File: config.mk
export PLATFORM = sky130hd
export DESIGN_NAME = mxv_sequencer
export DESIGN_NICKNAME = d
export VERILOG_FILES = /design/src/rtl/mxv_pkg.sv /design/src/rtl/mxv_mac_unit.sv /design/src/rtl/mxv_sequencer.sv
export SDC_FILE = /design/constraint.sdc
export NUM_CORES = 1
export LEC_CHECK = 0
export CAP_MARGIN = 20
export CORE_MARGIN = 2
export CORE_UTILIZATION = 45
export DETAILED_ROUTE_END_ITERATION = 16
export PLACE_DENSITY_LB_ADDON = 0.12
export SYNTH_ARGS = -nofsm -noshare
export SYNTH_HDL_FRONTEND = slang
export SYNTH_SLANG_ARGS = --single-unit
File: constraint.sdc
create_clock -name clk -period 6.8 [get_ports clk]
set_input_delay 1.36 -clock clk [delete_from_list [all_inputs] [get_ports clk]]
set_output_delay 1.36 -clock clk [all_outputs]
set_load 0.02 [all_outputs]
File: src/rtl/mxv_pkg.sv
// mxv_pkg: shared types, constants and helpers for the MxV sequencer.
//   seq_state_t - sequencer FSM state encoding
//   MAX_N       - largest supported matrix dimension (rows = cols = N)
//   DATA_W      - unsigned element width
//   ACC_W       - accumulator / result width (>= 2*DATA_W + clog2(MAX_N))
//   n_valid()   - 1 when 1 <= n <= MAX_N
package mxv_pkg;

  localparam int MAX_N  = 8;
  localparam int DATA_W = 8;
  localparam int ACC_W  = 20;
  localparam int IDX_W  = $clog2(MAX_N);
  localparam int N_W    = 4;  // width of the n_size port and of the element counters

  typedef enum logic [2:0] {
    S_IDLE,
    S_VLOAD,
    S_ROW,
    S_DRAIN,
    S_EMIT,
    S_FIN
  } seq_state_t;

  function automatic logic n_valid(input logic [N_W-1:0] n);
    return (n >= N_W'(1)) && (n <= N_W'(MAX_N));
  endfunction

endpackage

File: src/rtl/mxv_mac_unit.sv
// mxv_mac_unit: registered unsigned multiply-accumulate.
//   clk, rst - clock, synchronous active-high reset
//   clr      - synchronous clear of the accumulator (wins over en)
//   en       - add a*b into the accumulator this cycle
//   a, b     - DATA_W-bit unsigned operands
//   acc      - ACC_W-bit running sum, wraps modulo 2^ACC_W
module mxv_mac_unit
  import mxv_pkg::*;
(
  input  logic              clk,
  input  logic              rst,
  input  logic              clr,
  input  logic              en,
  input  logic [DATA_W-1:0] a,
  input  logic [DATA_W-1:0] b,
  output logic [ACC_W-1:0]  acc
);

  logic [2*DATA_W-1:0] prod;

  assign prod = a * b;

  // NOTE: registers are always written with non-blocking (<=) so every flop
  // samples the pre-edge value of its neighbours, independent of block order.
  always_ff @(posedge clk) begin
    if (rst || clr) begin
      acc <= '0;
    end else if (en) begin
      acc <= acc + ACC_W'(prod);
    end
  end

endmodule

File: src/rtl/mxv_sequencer.sv
// mxv_sequencer: computes one matrix-by-vector product per start pulse.
// Loads N vector elements into a register file, then for each row r pops N
// elements from row FIFO r, multiply-accumulates them against the vector and
// hands the row sum to the TX side over valid/ready.
//   clk, rst                  - clock, synchronous active-high reset
//   start, n_size             - begin a product of dimension n_size
//   vec_empty/vec_data/vec_pop - vector FIFO (data valid the cycle after pop)
//   row_sel                   - index of the row FIFO being read
//   row_empty/row_data/row_pop - selected row FIFO (data valid after pop)
//   result_valid/data/ready   - row sum handshake towards the TX framer
//   busy, done, err           - status: running, finished pulse, bad n_size pulse
module mxv_sequencer
  import mxv_pkg::*;
(
  input  logic              clk,
  input  logic              rst,
  input  logic              start,
  input  logic [N_W-1:0]    n_size,
  input  logic              vec_empty,
  input  logic [DATA_W-1:0] vec_data,
  output logic              vec_pop,
  output logic [IDX_W-1:0]  row_sel,
  input  logic              row_empty,
  input  logic [DATA_W-1:0] row_data,
  output logic              row_pop,
  output logic              result_valid,
  output logic [ACC_W-1:0]  result_data,
  input  logic              result_ready,
  output logic              busy,
  output logic              done,
  output logic              err
);

  seq_state_t        state, state_next;
  logic [N_W-1:0]    n_reg;
  logic [N_W-1:0]    pop_cnt;    // pops issued in the current load/row
  logic [N_W-1:0]    col;        // vreg write index (VLOAD) / read index (ROW)
  logic [IDX_W-1:0]  row_q;
  logic              vec_pop_d;  // vec_data is valid this cycle
  logic              row_pop_d;  // row_data is valid this cycle
  logic [DATA_W-1:0] vreg [MAX_N];
  logic              last_row;
  logic              mac_clr;
  logic [ACC_W-1:0]  acc;

  assign last_row = (N_W'(row_q) == n_reg - N_W'(1));

  // NOTE: every signal written here gets a default first, so no path through
  // the case statement can leave one unassigned and infer a latch.
  always_comb begin
    state_next = state;
    vec_pop    = 1'b0;
    row_pop    = 1'b0;
    case (state)
      S_IDLE: begin
        if (start && n_valid(n_size)) state_next = S_VLOAD;
      end
      S_VLOAD: begin
        vec_pop = !vec_empty && (pop_cnt < n_reg);
        if (vec_pop_d && (col == n_reg - N_W'(1))) state_next = S_ROW;
      end
      S_ROW: begin
        row_pop = !row_empty && (pop_cnt < n_reg);
        if (row_pop && (pop_cnt == n_reg - N_W'(1))) state_next = S_DRAIN;
      end
      // The last popped element arrives this cycle; let it accumulate.
      S_DRAIN: state_next = S_EMIT;
      S_EMIT: begin
        if (result_ready) state_next = last_row ? S_FIN : S_ROW;
      end
      S_FIN:   state_next = S_IDLE;
      default: state_next = S_IDLE;
    endcase
  end

  // Accumulator starts each row from zero: on entry from VLOAD and on each
  // accepted result that is followed by another row.
  assign mac_clr = ((state == S_VLOAD) && (state_next == S_ROW)) ||
                   ((state == S_EMIT) && result_ready && !last_row);

  always_ff @(posedge clk) begin
    if (rst) begin
      state     <= S_IDLE;
      n_reg     <= '0;
      pop_cnt   <= '0;
      col       <= '0;
      row_q     <= '0;
      vec_pop_d <= 1'b0;
      row_pop_d <= 1'b0;
      err       <= 1'b0;
      // NOTE: the vector store is a handful of flops, not a RAM, so it is
      // reset explicitly to give a defined all-zero state after rst.
      for (int i = 0; i < MAX_N; i++) vreg[i] <= '0;
    end else begin
      state     <= state_next;
      vec_pop_d <= vec_pop;
      row_pop_d <= row_pop;
      err       <= (state == S_IDLE) && start && !n_valid(n_size);
      case (state)
        S_IDLE: begin
          if (start && n_valid(n_size)) begin
            n_reg   <= n_size;
            pop_cnt <= '0;
            col     <= '0;
            row_q   <= '0;
          end
        end
        S_VLOAD: begin
          if (vec_pop) pop_cnt <= pop_cnt + N_W'(1);
          if (vec_pop_d) begin
            vreg[col[IDX_W-1:0]] <= vec_data;
            col                  <= col + N_W'(1);
          end
          if (state_next == S_ROW) begin
            pop_cnt <= '0;
            col     <= '0;
          end
        end
        S_ROW: begin
          if (row_pop)   pop_cnt <= pop_cnt + N_W'(1);
          if (row_pop_d) col     <= col + N_W'(1);
        end
        S_DRAIN: begin
          if (row_pop_d) col <= col + N_W'(1);
        end
        S_EMIT: begin
          if (result_ready && !last_row) begin
            row_q   <= row_q + IDX_W'(1);
            pop_cnt <= '0;
            col     <= '0;
          end
        end
        S_FIN:   row_q <= '0;
        default: ;
      endcase
    end
  end

  mxv_mac_unit u_mac (
    .clk (clk),
    .rst (rst),
    .clr (mac_clr),
    .en  (row_pop_d),
    .a   (row_data),
    .b   (vreg[col[IDX_W-1:0]]),
    .acc (acc)
  );

  assign row_sel      = row_q;
  assign result_valid = (state == S_EMIT);
  assign result_data  = acc;
  assign busy         = (state != S_IDLE) && (state != S_FIN);
  assign done         = (state == S_FIN);

endmodule

After elaboration in Yosys (flattened, before gate mapping)

Memory sizes are Yosys's and may differ from the RTL's. A register that Yosys moved wholly into a read port is not among the register bits.
Cells that the tools add are included.

Memories: 1
Output and inout port bits: 29
RAM bits: 64
Input port bits: 26
Register bits: 41

Memory list:

| name | words | width | read ports | clocked after Yosys merged registers in | write ports | RTL line            | source |
|---|---|---|---|---|---|---|---|
| vreg | 8     | 8     | 1          | 1                                       | 8           | mxv_sequencer.sv:41 | `logic [DATA_W-1:0] vreg [MAX_N];` |

Mux-type cells: 32
Multipliers: 1
Equality and inequality tests: 16
Reduce and logical (&&, ||, !) cells: 30
Add/subtract/negate cells: 5
Order comparisons: 3

Operators with widths:

| operator                                              | count |
|---|---|
| two-way mux 4 bit                                     | 8 |
| case mux 4 bit (4 select lines)                       | 2 |
| two-way mux 3 bit                                     | 10 |
| adder 20 x 16 -> 20 bit                               | 1 |
| multiplier 8 x 8 -> 16 bit                            | 1 |
| case mux 3 bit (5 select lines)                       | 1 |
| logical AND 1 bit                                     | 13 |
| AND reduction 5 bit                                   | 2 |
| equality test 3 x 2 -> 1 bit, second input constant   | 3 |
| two-way mux 1 bit                                     | 9 |
| case mux 3 bit (3 select lines)                       | 1 |
| adder 4 x 1 -> 4 bit, second input constant           | 2 |
| equality test 4 bit                                   | 2 |
| two-way mux 8 bit                                     | 1 |
| nonzero test 4 bit                                    | 2 |
| OR reduction 8 bit                                    | 1 |
| equality test 3 bit, second input constant            | 2 |
| inequality test 3 x 2 -> 1 bit, second input constant | 2 |
| nonzero test 3 bit                                    | 2 |
| equality test 3 x 4 -> 1 bit                          | 1 |
| >= comparator 4 x 1 -> 1 bit, second input constant   | 1 |
| <= comparator 4 bit, second input constant            | 1 |
| logical NOT 1 bit                                     | 4 |
| < comparator 4 bit                                    | 1 |
| 11 further kinds                                      | 14 |

Longest topological paths before layout

Gate-level depths: netlist of the first run.

Depth after elaboration: 10
Mapped depth: 21

By module

A second synthesis of the first run with hierarchy kept.

Cell total of the unflattened synthesis: 775
Area total of the unflattened synthesis: 7,920.1 um^2

Modules (own cells, without submodules):

| module        | cells each | area an instance (um^2) | times used |
|---|---|---|---|
| mxv_sequencer | 359        | 4,480.5                 | 1 |
| mxv_mac_unit  | 416        | 3,439.5                 | 1 |

Worst setup path after synthesis of the first run

Ideal clock, no wire load.

Path type: reg2reg
From: reg with a tool-made name
To: reg u_mac.acc[19]
Period minus slack after synthesis: 5.992 ns
Setup time: 0.128 ns
Stages on the path, launching flop included: 18
Arrival: 5.864 ns
Path slack: 0.808 ns
Cell sequence: dfxtp_1 -> clkbuf_1 -> buf_2 -> mux4_2 -> mux2i_1 -> nor2b_1 -> fa_1 -> fa_1 -> fa_1 -> inv_1 -> fa_1 -> inv_1 -> ha_1 -> a2111oi_0 -> a211oi_1 -> or2_2 -> a41oi_1 -> a21oi_1

RTL lines:

| item                 | RTL line           | source |
|---|---|---|
| to (signal assigned) | mxv_mac_unit.sv:29 | `acc <= acc + ACC_W'(prod);` |
| to (decl)            | mxv_mac_unit.sv:16 | `output logic [ACC_W-1:0] acc` |

==> results of run 1 <==
-- metrics by stage --
step                      utilization [%]  worst slack (ns)  area [um2]
after CTS                           52.26            0.5425        8945
after global routing                52.42            0.1913        8972
after detailed placement            50.58            0.5461        8657
after floorplan                         -            0.8081        7772
after global placement              50.58            0.6094        8657
final                               52.42            0.6472        8972
-- worst min-delay path, cell delays in order (launching register included) --
cell and delay [ns]:
dfxtp_1 0.33, nand2_1 0.06, a21oi_1 0.05
-- power groups by stage --
stage	Sequential [mW]	Combinational, mW	Clock (mW)
CTS	0.717	0.465	0.535
finish	0.717	0.459	0.518
detailed placement	0.732	0.461	0
global route	0.719	0.524	0.556
floorplan	0.727	0.343	0
global placement	0.731	0.456	0
-- cells by family (layout without fill, tap and decap cells) --
family                   after synthesis  count (layout)
AO/OA/AOI/OAI                        104             104
buffers and inverters                129             199
adder cells (fa/ha/maj)               99              99
XOR/XNOR                              19              19
flip-flops                           108             108
AND/OR/NAND/NOR                      270             270
multiplexers                          33              33
-- worst max path at each step --
stage | endpoint | cells past startpoint
6_report | u_mac.acc[17] | 18
5_1_grt | u_mac.acc[17] | 18
4_1_cts | u_mac.acc[17] | 18
3_5_place_dp | u_mac.acc[17] | 17
3_3_place_gp | u_mac.acc[17] | 17
2_1_floorplan | u_mac.acc[19] | 17
-- routing by layer --
layer  routed length (um)  global-route usage (%)  up-vias
li1                     -                       -     2716
met1                 7565                   25.94     2750
met2                 8533                   33.31      103
met3                  649                   3.517       21
met4                  303                   6.076        0
met5                    0                       0        -
-- layout make-up --
| type | instances | area share [%] |
|---|---|---|
| clock buffers | 10 | 2.552 |
| clock inverters | 6 | 0.6554 |
| inverters | 110 | 4.602 |
| multi-input cells | 525 | 49.98 |
| flip-flops and latches | 108 | 31.24 |
| well taps | 225 | 3.138 |
| repair buffers | 73 | 7.837 |
-- cells in the final DEF, fill, tap and decap left out, types with 32 or more instances in the layout --
cell / netlist / final
dfxtp_1: 44 / 44
edfxtp_1: 64 / 64
fa_1: 50 / 50
clkdlybuf4s50_1: 0 / 54
a21oi_1: 32 / 32
nand2_1: 44 / 44
nor2_1: 37 / 37
ha_1: 49 / 49
and2_1: 68 / 68
inv_1: 108 / 108
nor2b_1: 45 / 45
==> results.cfg, run 1 <==
[synthesis]
yosysSeqAreaShare_pct = 36.06
synth_adder_area_share_pct = 20.77
ys_warn_count = 0
yosys-top-cells-count = inv_1 (108), and2_1 (68), edfxtp_1 (64)
syn_area_um2 = 7772
netlist_instances = 762
synthArstFlopShare_pct = 0
syn_nets = 887
yosysTopAreaCell = edfxtp_1
synth-xor-area-share_pct = 2.141
ys_ff_latch = 108
yosys.cell_count.top_type = inv_1
synthMuxAreaShare_pct = 6.858
synth_top_family_by_area = adder cells
yosys.area_share.simple_pct = 19.27
synth-edff-count = 64
ys.flop_type = edfxtp_1
syn_area_per_cell_um2 = 10.20
synth_compound_area_share_pct = 8.661
synth_cell_type_count = 63
yosysTopAreaCellShare_pct = 24.73
synth_area_leaders = edfxtp_1 (25%), fa_1 (13%), dfxtp_1 (11%), ha_1 (7.9%), and2_1 (5.5%)

[power]
irDropWorstVdd_v = 0.0001200
power_per_cell_area_nw_per_um2 = 188.8
p_seq_share_pct = 42.3
power_frac_comb_pct = 27.1
pwr-share-clk_pct = 30.6
p_sw_uw = 533.3
switching_share_pct = 31.48
p_leak_nw = 3.692
power_mw = 1.694
intPower_mw = 1.161

[setup_path]
reg2reg_slack_ns = 0.65
cp_num_buf_inv = 4
rr_endpoint = u_mac.acc[17]
cp_max_fo = 9
path_cells = mux4_2 -> mux2i_1 -> nor2b_1 -> fa_1 -> inv_1 -> fa_1 -> inv_1 -> fa_1 -> inv_1 -> fa_1 -> inv_1 -> ha_1 -> o21ai_0 -> or2_1 -> a211oi_1 -> o21ai_0 -> xor2_1 -> a211oi_1
cp_data_required_time_ns = 7.07
critical_path_arrival_ns = 6.43
reg2regPathDepth = 18
path_class = reg -> reg
slowest_delay_ns = 0.68
path_delay_family = adder cells
endpoint_kind = register
start_kind = register
cp_slowest_cell = dfxtp_1

[min_path]
hold_end = u_mac.acc[15]
hp-start = u_mac.acc[15]
min_path_cells = 2
hold_class = reg -> reg

[cells_and_area]
top_regs = vreg: 64 flops, u_mac.acc: 20 flops
drive_gt1_share_pct = 7.452
multi_input_area_um2 = 4484
area_delta_synth_final_pct = 15.44
nets = 952
nFillCells = 1523
regMostFlops = vreg
insertedDiodeCount = 0
largest_reg_flops = 64
seqCellArea_um2 = 2803
final-instance-count-excl-fill = 1057

[cts]
ctsLongestPathBuffers = 2
clock_sinks = 108
ctsResizeCount = 0
clkLatencyLatePin_ns = 0.36
h-tree-depth = 3
cts_setup_buffers = 0
cts_hold_buf = 0
clk_pin_slew_ns = 0.08
cts_buffers = 9
tritoncts = done
root_buffer = clkbuf_16

[global_routing]
grt_pass1_vias = 5767
antenna_found_initial = 0
grt_usage_pct = 19.71
grt_max_degree = 26
grt-ovfl-total = 0
grt_pass1_wl_um = 28120

[detailed_routing]
wl_per_cell_um = 16.13
via_per_inst = 5.289
antenna_left = 0
drc_errors = 0
drt_iter0_drc = 239
routed-via-count = 5590
firstDrtPassIters = 4
drt_wl_total_um = 17050

[die]
die_h_um = 135.4
initial_utilization_pct = 45.41
io_pins = 55
die_area_um2 = 18340
rows = 48
die_w_um = 135.4
coreArea_um2 = 17120

[sta]
rsz0062_at_grt = false
tightest_slew_ns = 1.077
clock_skew_ns = 0.006560
hold_ws_ns = 0.4901
fmax_ghz = 0.1625
relSlewSlack_pct = 27.63
post-route-min-period_ns = 6.153
fin_crit_sh_pct = 90.48
fin_setup_tns_ns = 0
drv_slew = 0
hold_viol = 0
setup_viol = 0

[run_status]
status = finished, final reports clean

[job]
drv_cap = 0

[place]
dp_cells = 1040
gp_congestion = 0.8766
dp_hpwl_um = 13220
portBuffers = 54
Power figures use the tool's default switching activity.
==> run 2, diff against run 1 <==
--- a/config.mk
+++ b/config.mk
@@ -6,10 +6,11 @@
 export NUM_CORES = 1
 export LEC_CHECK = 0
 export CAP_MARGIN = 20
-export CORE_MARGIN = 2
 export CORE_UTILIZATION = 45
 export DETAILED_ROUTE_END_ITERATION = 16
 export PLACE_DENSITY_LB_ADDON = 0.12
+export SETUP_SLACK_MARGIN = 0.15
+export SLEW_MARGIN = 20
 export SYNTH_ARGS = -nofsm -noshare
 export SYNTH_HDL_FRONTEND = slang
 export SYNTH_SLANG_ARGS = --single-unit
==> run 2 against run 1 <==
Net effect: utilization is 1.0 points higher; cell area shrank 0.56%; global-route usage is 1.4 points higher.
==> results.cfg, run 2 (synthesized netlist as in run 1, its figures left out) <==
[run_status]
status = finished, final reports clean

[cells_and_area]
largest_reg_flops = 64
seqCellArea_um2 = 2804
area_delta_synth_final_pct = 14.79
multi_input_area_um2 = 4484
drive_gt1_share_pct = 7.013
fin_util_pct = 53.42
nets = 947
nFillCells = 1494
insertedDiodeCount = 0
regMostFlops = vreg
final_common_cell = inv_1
final_cell_mix = inv_1 (108), and2_1 (68), edfxtp_1 (64)
top_regs = vreg: 64 flops, u_mac.acc: 20 flops

[cts]
cts_buffers = 9
h-tree-depth = 3
clk_pin_slew_ns = 0.08
cts_setup_buffers = 0
root_buffer = clkbuf_16
ctsResizeCount = 0
ctsLongestPathBuffers = 2
clock_sinks = 108
clkLatencyLatePin_ns = 0.36
cts_hold_buf = 0
tritoncts = done

[global_routing]
grt_usage_pct = 21.14
grt_max_degree = 26
grt-ovfl-total = 0
grt_pass1_vias = 5761
antenna_found_initial = 0
grt_pass1_wl_um = 29210

[die]
rows = 47
die_w_um = 133.4
die_h_um = 133.4
initial_utilization_pct = 46.54
die_area_um2 = 17800
io_pins = 55
coreArea_um2 = 16700

[sta]
setup_viol = 0
fmax_ghz = 0.1612
post-route-min-period_ns = 6.203
fin_crit_sh_pct = 91.22
tightest_slew_ns = 1.028
fin_setup_tns_ns = 0
drv_slew = 0
clock_skew_ns = 0.01330
relSlewSlack_pct = 30.92
rsz0062_at_grt = false
hold_viol = 0

[detailed_routing]
antenna_left = 0
via_per_inst = 5.279
drt_iter0_drc = 313
drc_errors = 0
firstDrtPassIters = 4
wl_per_cell_um = 16.59
drt_wl_total_um = 17370
routed-via-count = 5527

[setup_path]
path_class = in -> reg
slowest_delay_ns = 0.68
cp_max_fo = 8
reg2regPathDepth = 16
cp_data_required_time_ns = 7.00
critical_path_arrival_ns = 6.41
cpMostUsedCell = fa_1
reg2reg_slack_ns = 0.68
cp_slowest_cell = a2111oi_0
start_kind = input pin
rr_endpoint = u_mac.acc[19]
endpoint_kind = register
path_cells = clkdlybuf4s50_1 -> nor2b_1 -> fa_1 -> fa_1 -> fa_1 -> inv_1 -> fa_1 -> inv_1 -> ha_1 -> a2111oi_0 -> a211oi_1 -> or2_2 -> a41oi_1 -> a21oi_1

[place]
portBuffers = 54
dp_hpwl_um = 13520
gp_congestion = 0.8655

[min_path]
hold_end = u_mac.acc[13]
hold_class = reg -> reg
min_path_cells = 2
hp-start = u_mac.acc[13]

[job]
drv_cap = 0

[power]
irDropWorstVdd_v = 0.0001225
power_per_cell_area_nw_per_um2 = 191.9
p_leak_nw = 3.669
==> run 2: cell types whose count changed in the layout (fill, tap and decap cells not counted), sizes merged <==
| cell | before | now |
|---|---|---|
| bufinv | 0 | 1 |
| clkinv | 4 | 3 |
| buf | 19 | 14 |
==> run 2: metrics by stage <==
stage	hold WS (ns)	instances	instance area [um2]	power, mW	setup WS, ns
detailed placement	0.4895	1031	8621	1.192	0.2574
CTS	0.5025	1047	8921	1.726	0.6068
floorplan	0.4729	762	7772	1.070	0.8081
finish	0.4958	1047	8922	1.712	0.5967
global placement	0.4890	1031	8621	1.185	0.4216
global route	0.5342	1047	8922	1.825	0.4041
==> run 2: metal layers <==
layer  part of all wire, %  global-route usage [%]
met3                   4.6                   3.425
met1                    44                   27.45
met5                     0                       0
met4                   1.4                   7.134
met2                    50                   35.88
==> run 2: power by group <==
group	total [mW]	internal [mW]	switching, mW
registers	0.716	0.706	0.00914
clock network	0.534	0.290	0.244
logic	0.463	0.196	0.266
==> run 2: cell type report <==
| cell class | instances | share of cell area (%) |
|---|---|---|
| Multi-Input combinational cell | 525 | 50.26 |
| Sequential cell | 108 | 31.43 |
| Timing Repair Buffer | 68 | 7.236 |
| Inverter | 110 | 4.628 |
| Tap cell | 220 | 3.085 |
| Clock buffer | 10 | 2.566 |
| Clock inverter | 6 | 0.7993 |
==> run 2: worst max-delay path, delay by kind of cell <==
kind / cells / cell delay (ns)
and+or+nand+nor: 2 / 0.58
AOI/OAI and AO/OA: 4 / 1.26
buffers and inverters: 3 / 0.73
adders and majority gates: 5 / 2.49
==> run 2: worst max-delay path by stage <==
stage / slack (ns) / start / end
floorplan: 0.81 / register / u_mac.acc[19]
global placement: 0.42 / row_data[4] / u_mac.acc[19]
detailed placement: 0.26 / row_data[5] / u_mac.acc[19]
CTS: 0.61 / row_data[5] / u_mac.acc[19]
global route: 0.40 / row_data[5] / u_mac.acc[19]
finish: 0.60 / row_data[5] / u_mac.acc[19]
==> run 3, diff against run 2 <==
--- a/config.mk
+++ b/config.mk
@@ -8,6 +8,7 @@
 export CAP_MARGIN = 20
 export CORE_UTILIZATION = 45
 export DETAILED_ROUTE_END_ITERATION = 16
+export MAX_ROUTING_LAYER = met4
 export PLACE_DENSITY_LB_ADDON = 0.12
 export SETUP_SLACK_MARGIN = 0.15
 export SLEW_MARGIN = 20
==> run 3 against run 2 <==
Net effect: non-clock buffer count is the same; critical endpoint unchanged; largest power group unchanged; sequential share of layout area is the same; cell area is the same.
==> results.cfg, run 3 (synthesized netlist as in run 1, its figures left out) <==
[place]
portBuffers = 54
dp_hpwl_um = 13520
gp_congestion = 0.8796
post_dp_cell_area_um2 = 8621
dp_cells = 1031

[detailed_routing]
drt_iter0_drc = 293
via_per_inst = 5.289
antenna_left = 0
routed-via-count = 5538
wl_per_cell_um = 16.55
drt_wl_total_um = 17320
drc_errors = 0
firstDrtPassIters = 4

[min_path]
hp-start = u_mac.acc[13]
hold_class = reg -> reg

[die]
io_pins = 55
initial_utilization_pct = 46.54
die_area_um2 = 17800
rows = 47
die_h_um = 133.4
coreArea_um2 = 16700
die_w_um = 133.4

[cells_and_area]
insertedDiodeCount = 0
top_regs = vreg: 64 flops, u_mac.acc: 20 flops
nets = 947
postLayoutCellArea_um2 = 8922
drive_gt1_share_pct = 7.013
final_cell_mix = inv_1 (108), and2_1 (68), edfxtp_1 (64)
final_common_cell = inv_1
final-instance-count-excl-fill = 1047
largest_reg_flops = 64
regMostFlops = vreg
area_delta_synth_final_pct = 14.79

[cts]
clock_sinks = 108
clk_pin_slew_ns = 0.08
cts_setup_buffers = 0
tritoncts = done
root_buffer = clkbuf_16
cts_buffers = 9
cts_hold_buf = 0
clkLatencyLatePin_ns = 0.36
h-tree-depth = 3
ctsResizeCount = 0
ctsLongestPathBuffers = 2

[setup_path]
cp_max_fo = 8
start_kind = input pin
path_class = in -> reg
cp_data_required_time_ns = 7.00
critical_path_arrival_ns = 6.41
crit_path_start = row_data[5]
endpoint_kind = register
reg2reg_slack_ns = 0.67

[sta]
hold_viol = 0
post-route-min-period_ns = 6.204
rsz0062_at_grt = false
relSlewSlack_pct = 27.76
drv_slew = 0
fmax_ghz = 0.1612
clock_skew_ns = 0.01033
fin_setup_tns_ns = 0
setup_viol = 0
tightest_slew_ns = 1.075
fin_crit_sh_pct = 91.24

[global_routing]
grt_max_degree = 26
grt_usage_pct = 21.77
grt_pass1_vias = 5761
grt-ovfl-total = 0
antenna_found_initial = 0
grt_pass1_wl_um = 29210

[power]
p_leak_nw = 3.669
irDropWorstVdd_v = 0.0001233
power_per_cell_area_nw_per_um2 = 192.0
power_mw = 1.713

[run_status]
status = finished, final reports clean

[job]
drv_cap = 0
==> run 3: path summary, 6_finish.rpt <==
path	endpoint	cells after the start
setup / recovery	u_mac.acc[19]	14
hold / removal	u_mac.acc[13]	2
setup reg to reg	u_mac.acc[19]	16
hold reg to reg	u_mac.acc[13]	2
==> run 3: report_power, final <==
part           leakage [nW]  switching (mW)  internal [mW]  total [mW]
Combinational          2.51           0.267          0.197       0.463
Sequential             1.02         0.00919          0.706       0.716
Clock                 0.145           0.244          0.290       0.534
Total                  3.67           0.520           1.19        1.71
==> run 3: routing by layer <==
layer | wire length [um] | GRT usage (%)
met1 | 7872 | 27.60
met2 | 8639 | 35.79
met3 | 522 | 3.234
met4 | 289 | 7.134
met5 | 0 | -
==> run 3: cell type report <==
class	count	area, um2
sequential	108	2804
clock inverter	6	71.32
timing repair buffer	68	645.6
fill	1494	7779
clock buffer	10	229.0
multi-input combinational	525	4484
tap	220	275.3
inverter	110	412.9
==> run 3: stage by stage <==
stage / setup WS, ns / hold WS, ns / util [%]
floorplan: 0.8081 / 0.4729 / -
CTS: 0.6068 / 0.5025 / 53.42
global placement: 0.4216 / 0.4890 / 51.62
global route: 0.4027 / 0.5342 / 53.42
finish: 0.5959 / 0.4969 / 53.42
detailed placement: 0.2574 / 0.4895 / 51.62
==> run 3: worst max-delay path, stage by stage <==
cell	delay [ns]
clkdlybuf4s50_1	0.62
nor2b_1	0.23
fa_1	0.48
fa_1	0.54
fa_1	0.58
inv_1	0.07
fa_1	0.53
inv_1	0.04
ha_1	0.36
a2111oi_0	0.68
a211oi_1	0.28
or2_2	0.35
a41oi_1	0.21
a21oi_1	0.09
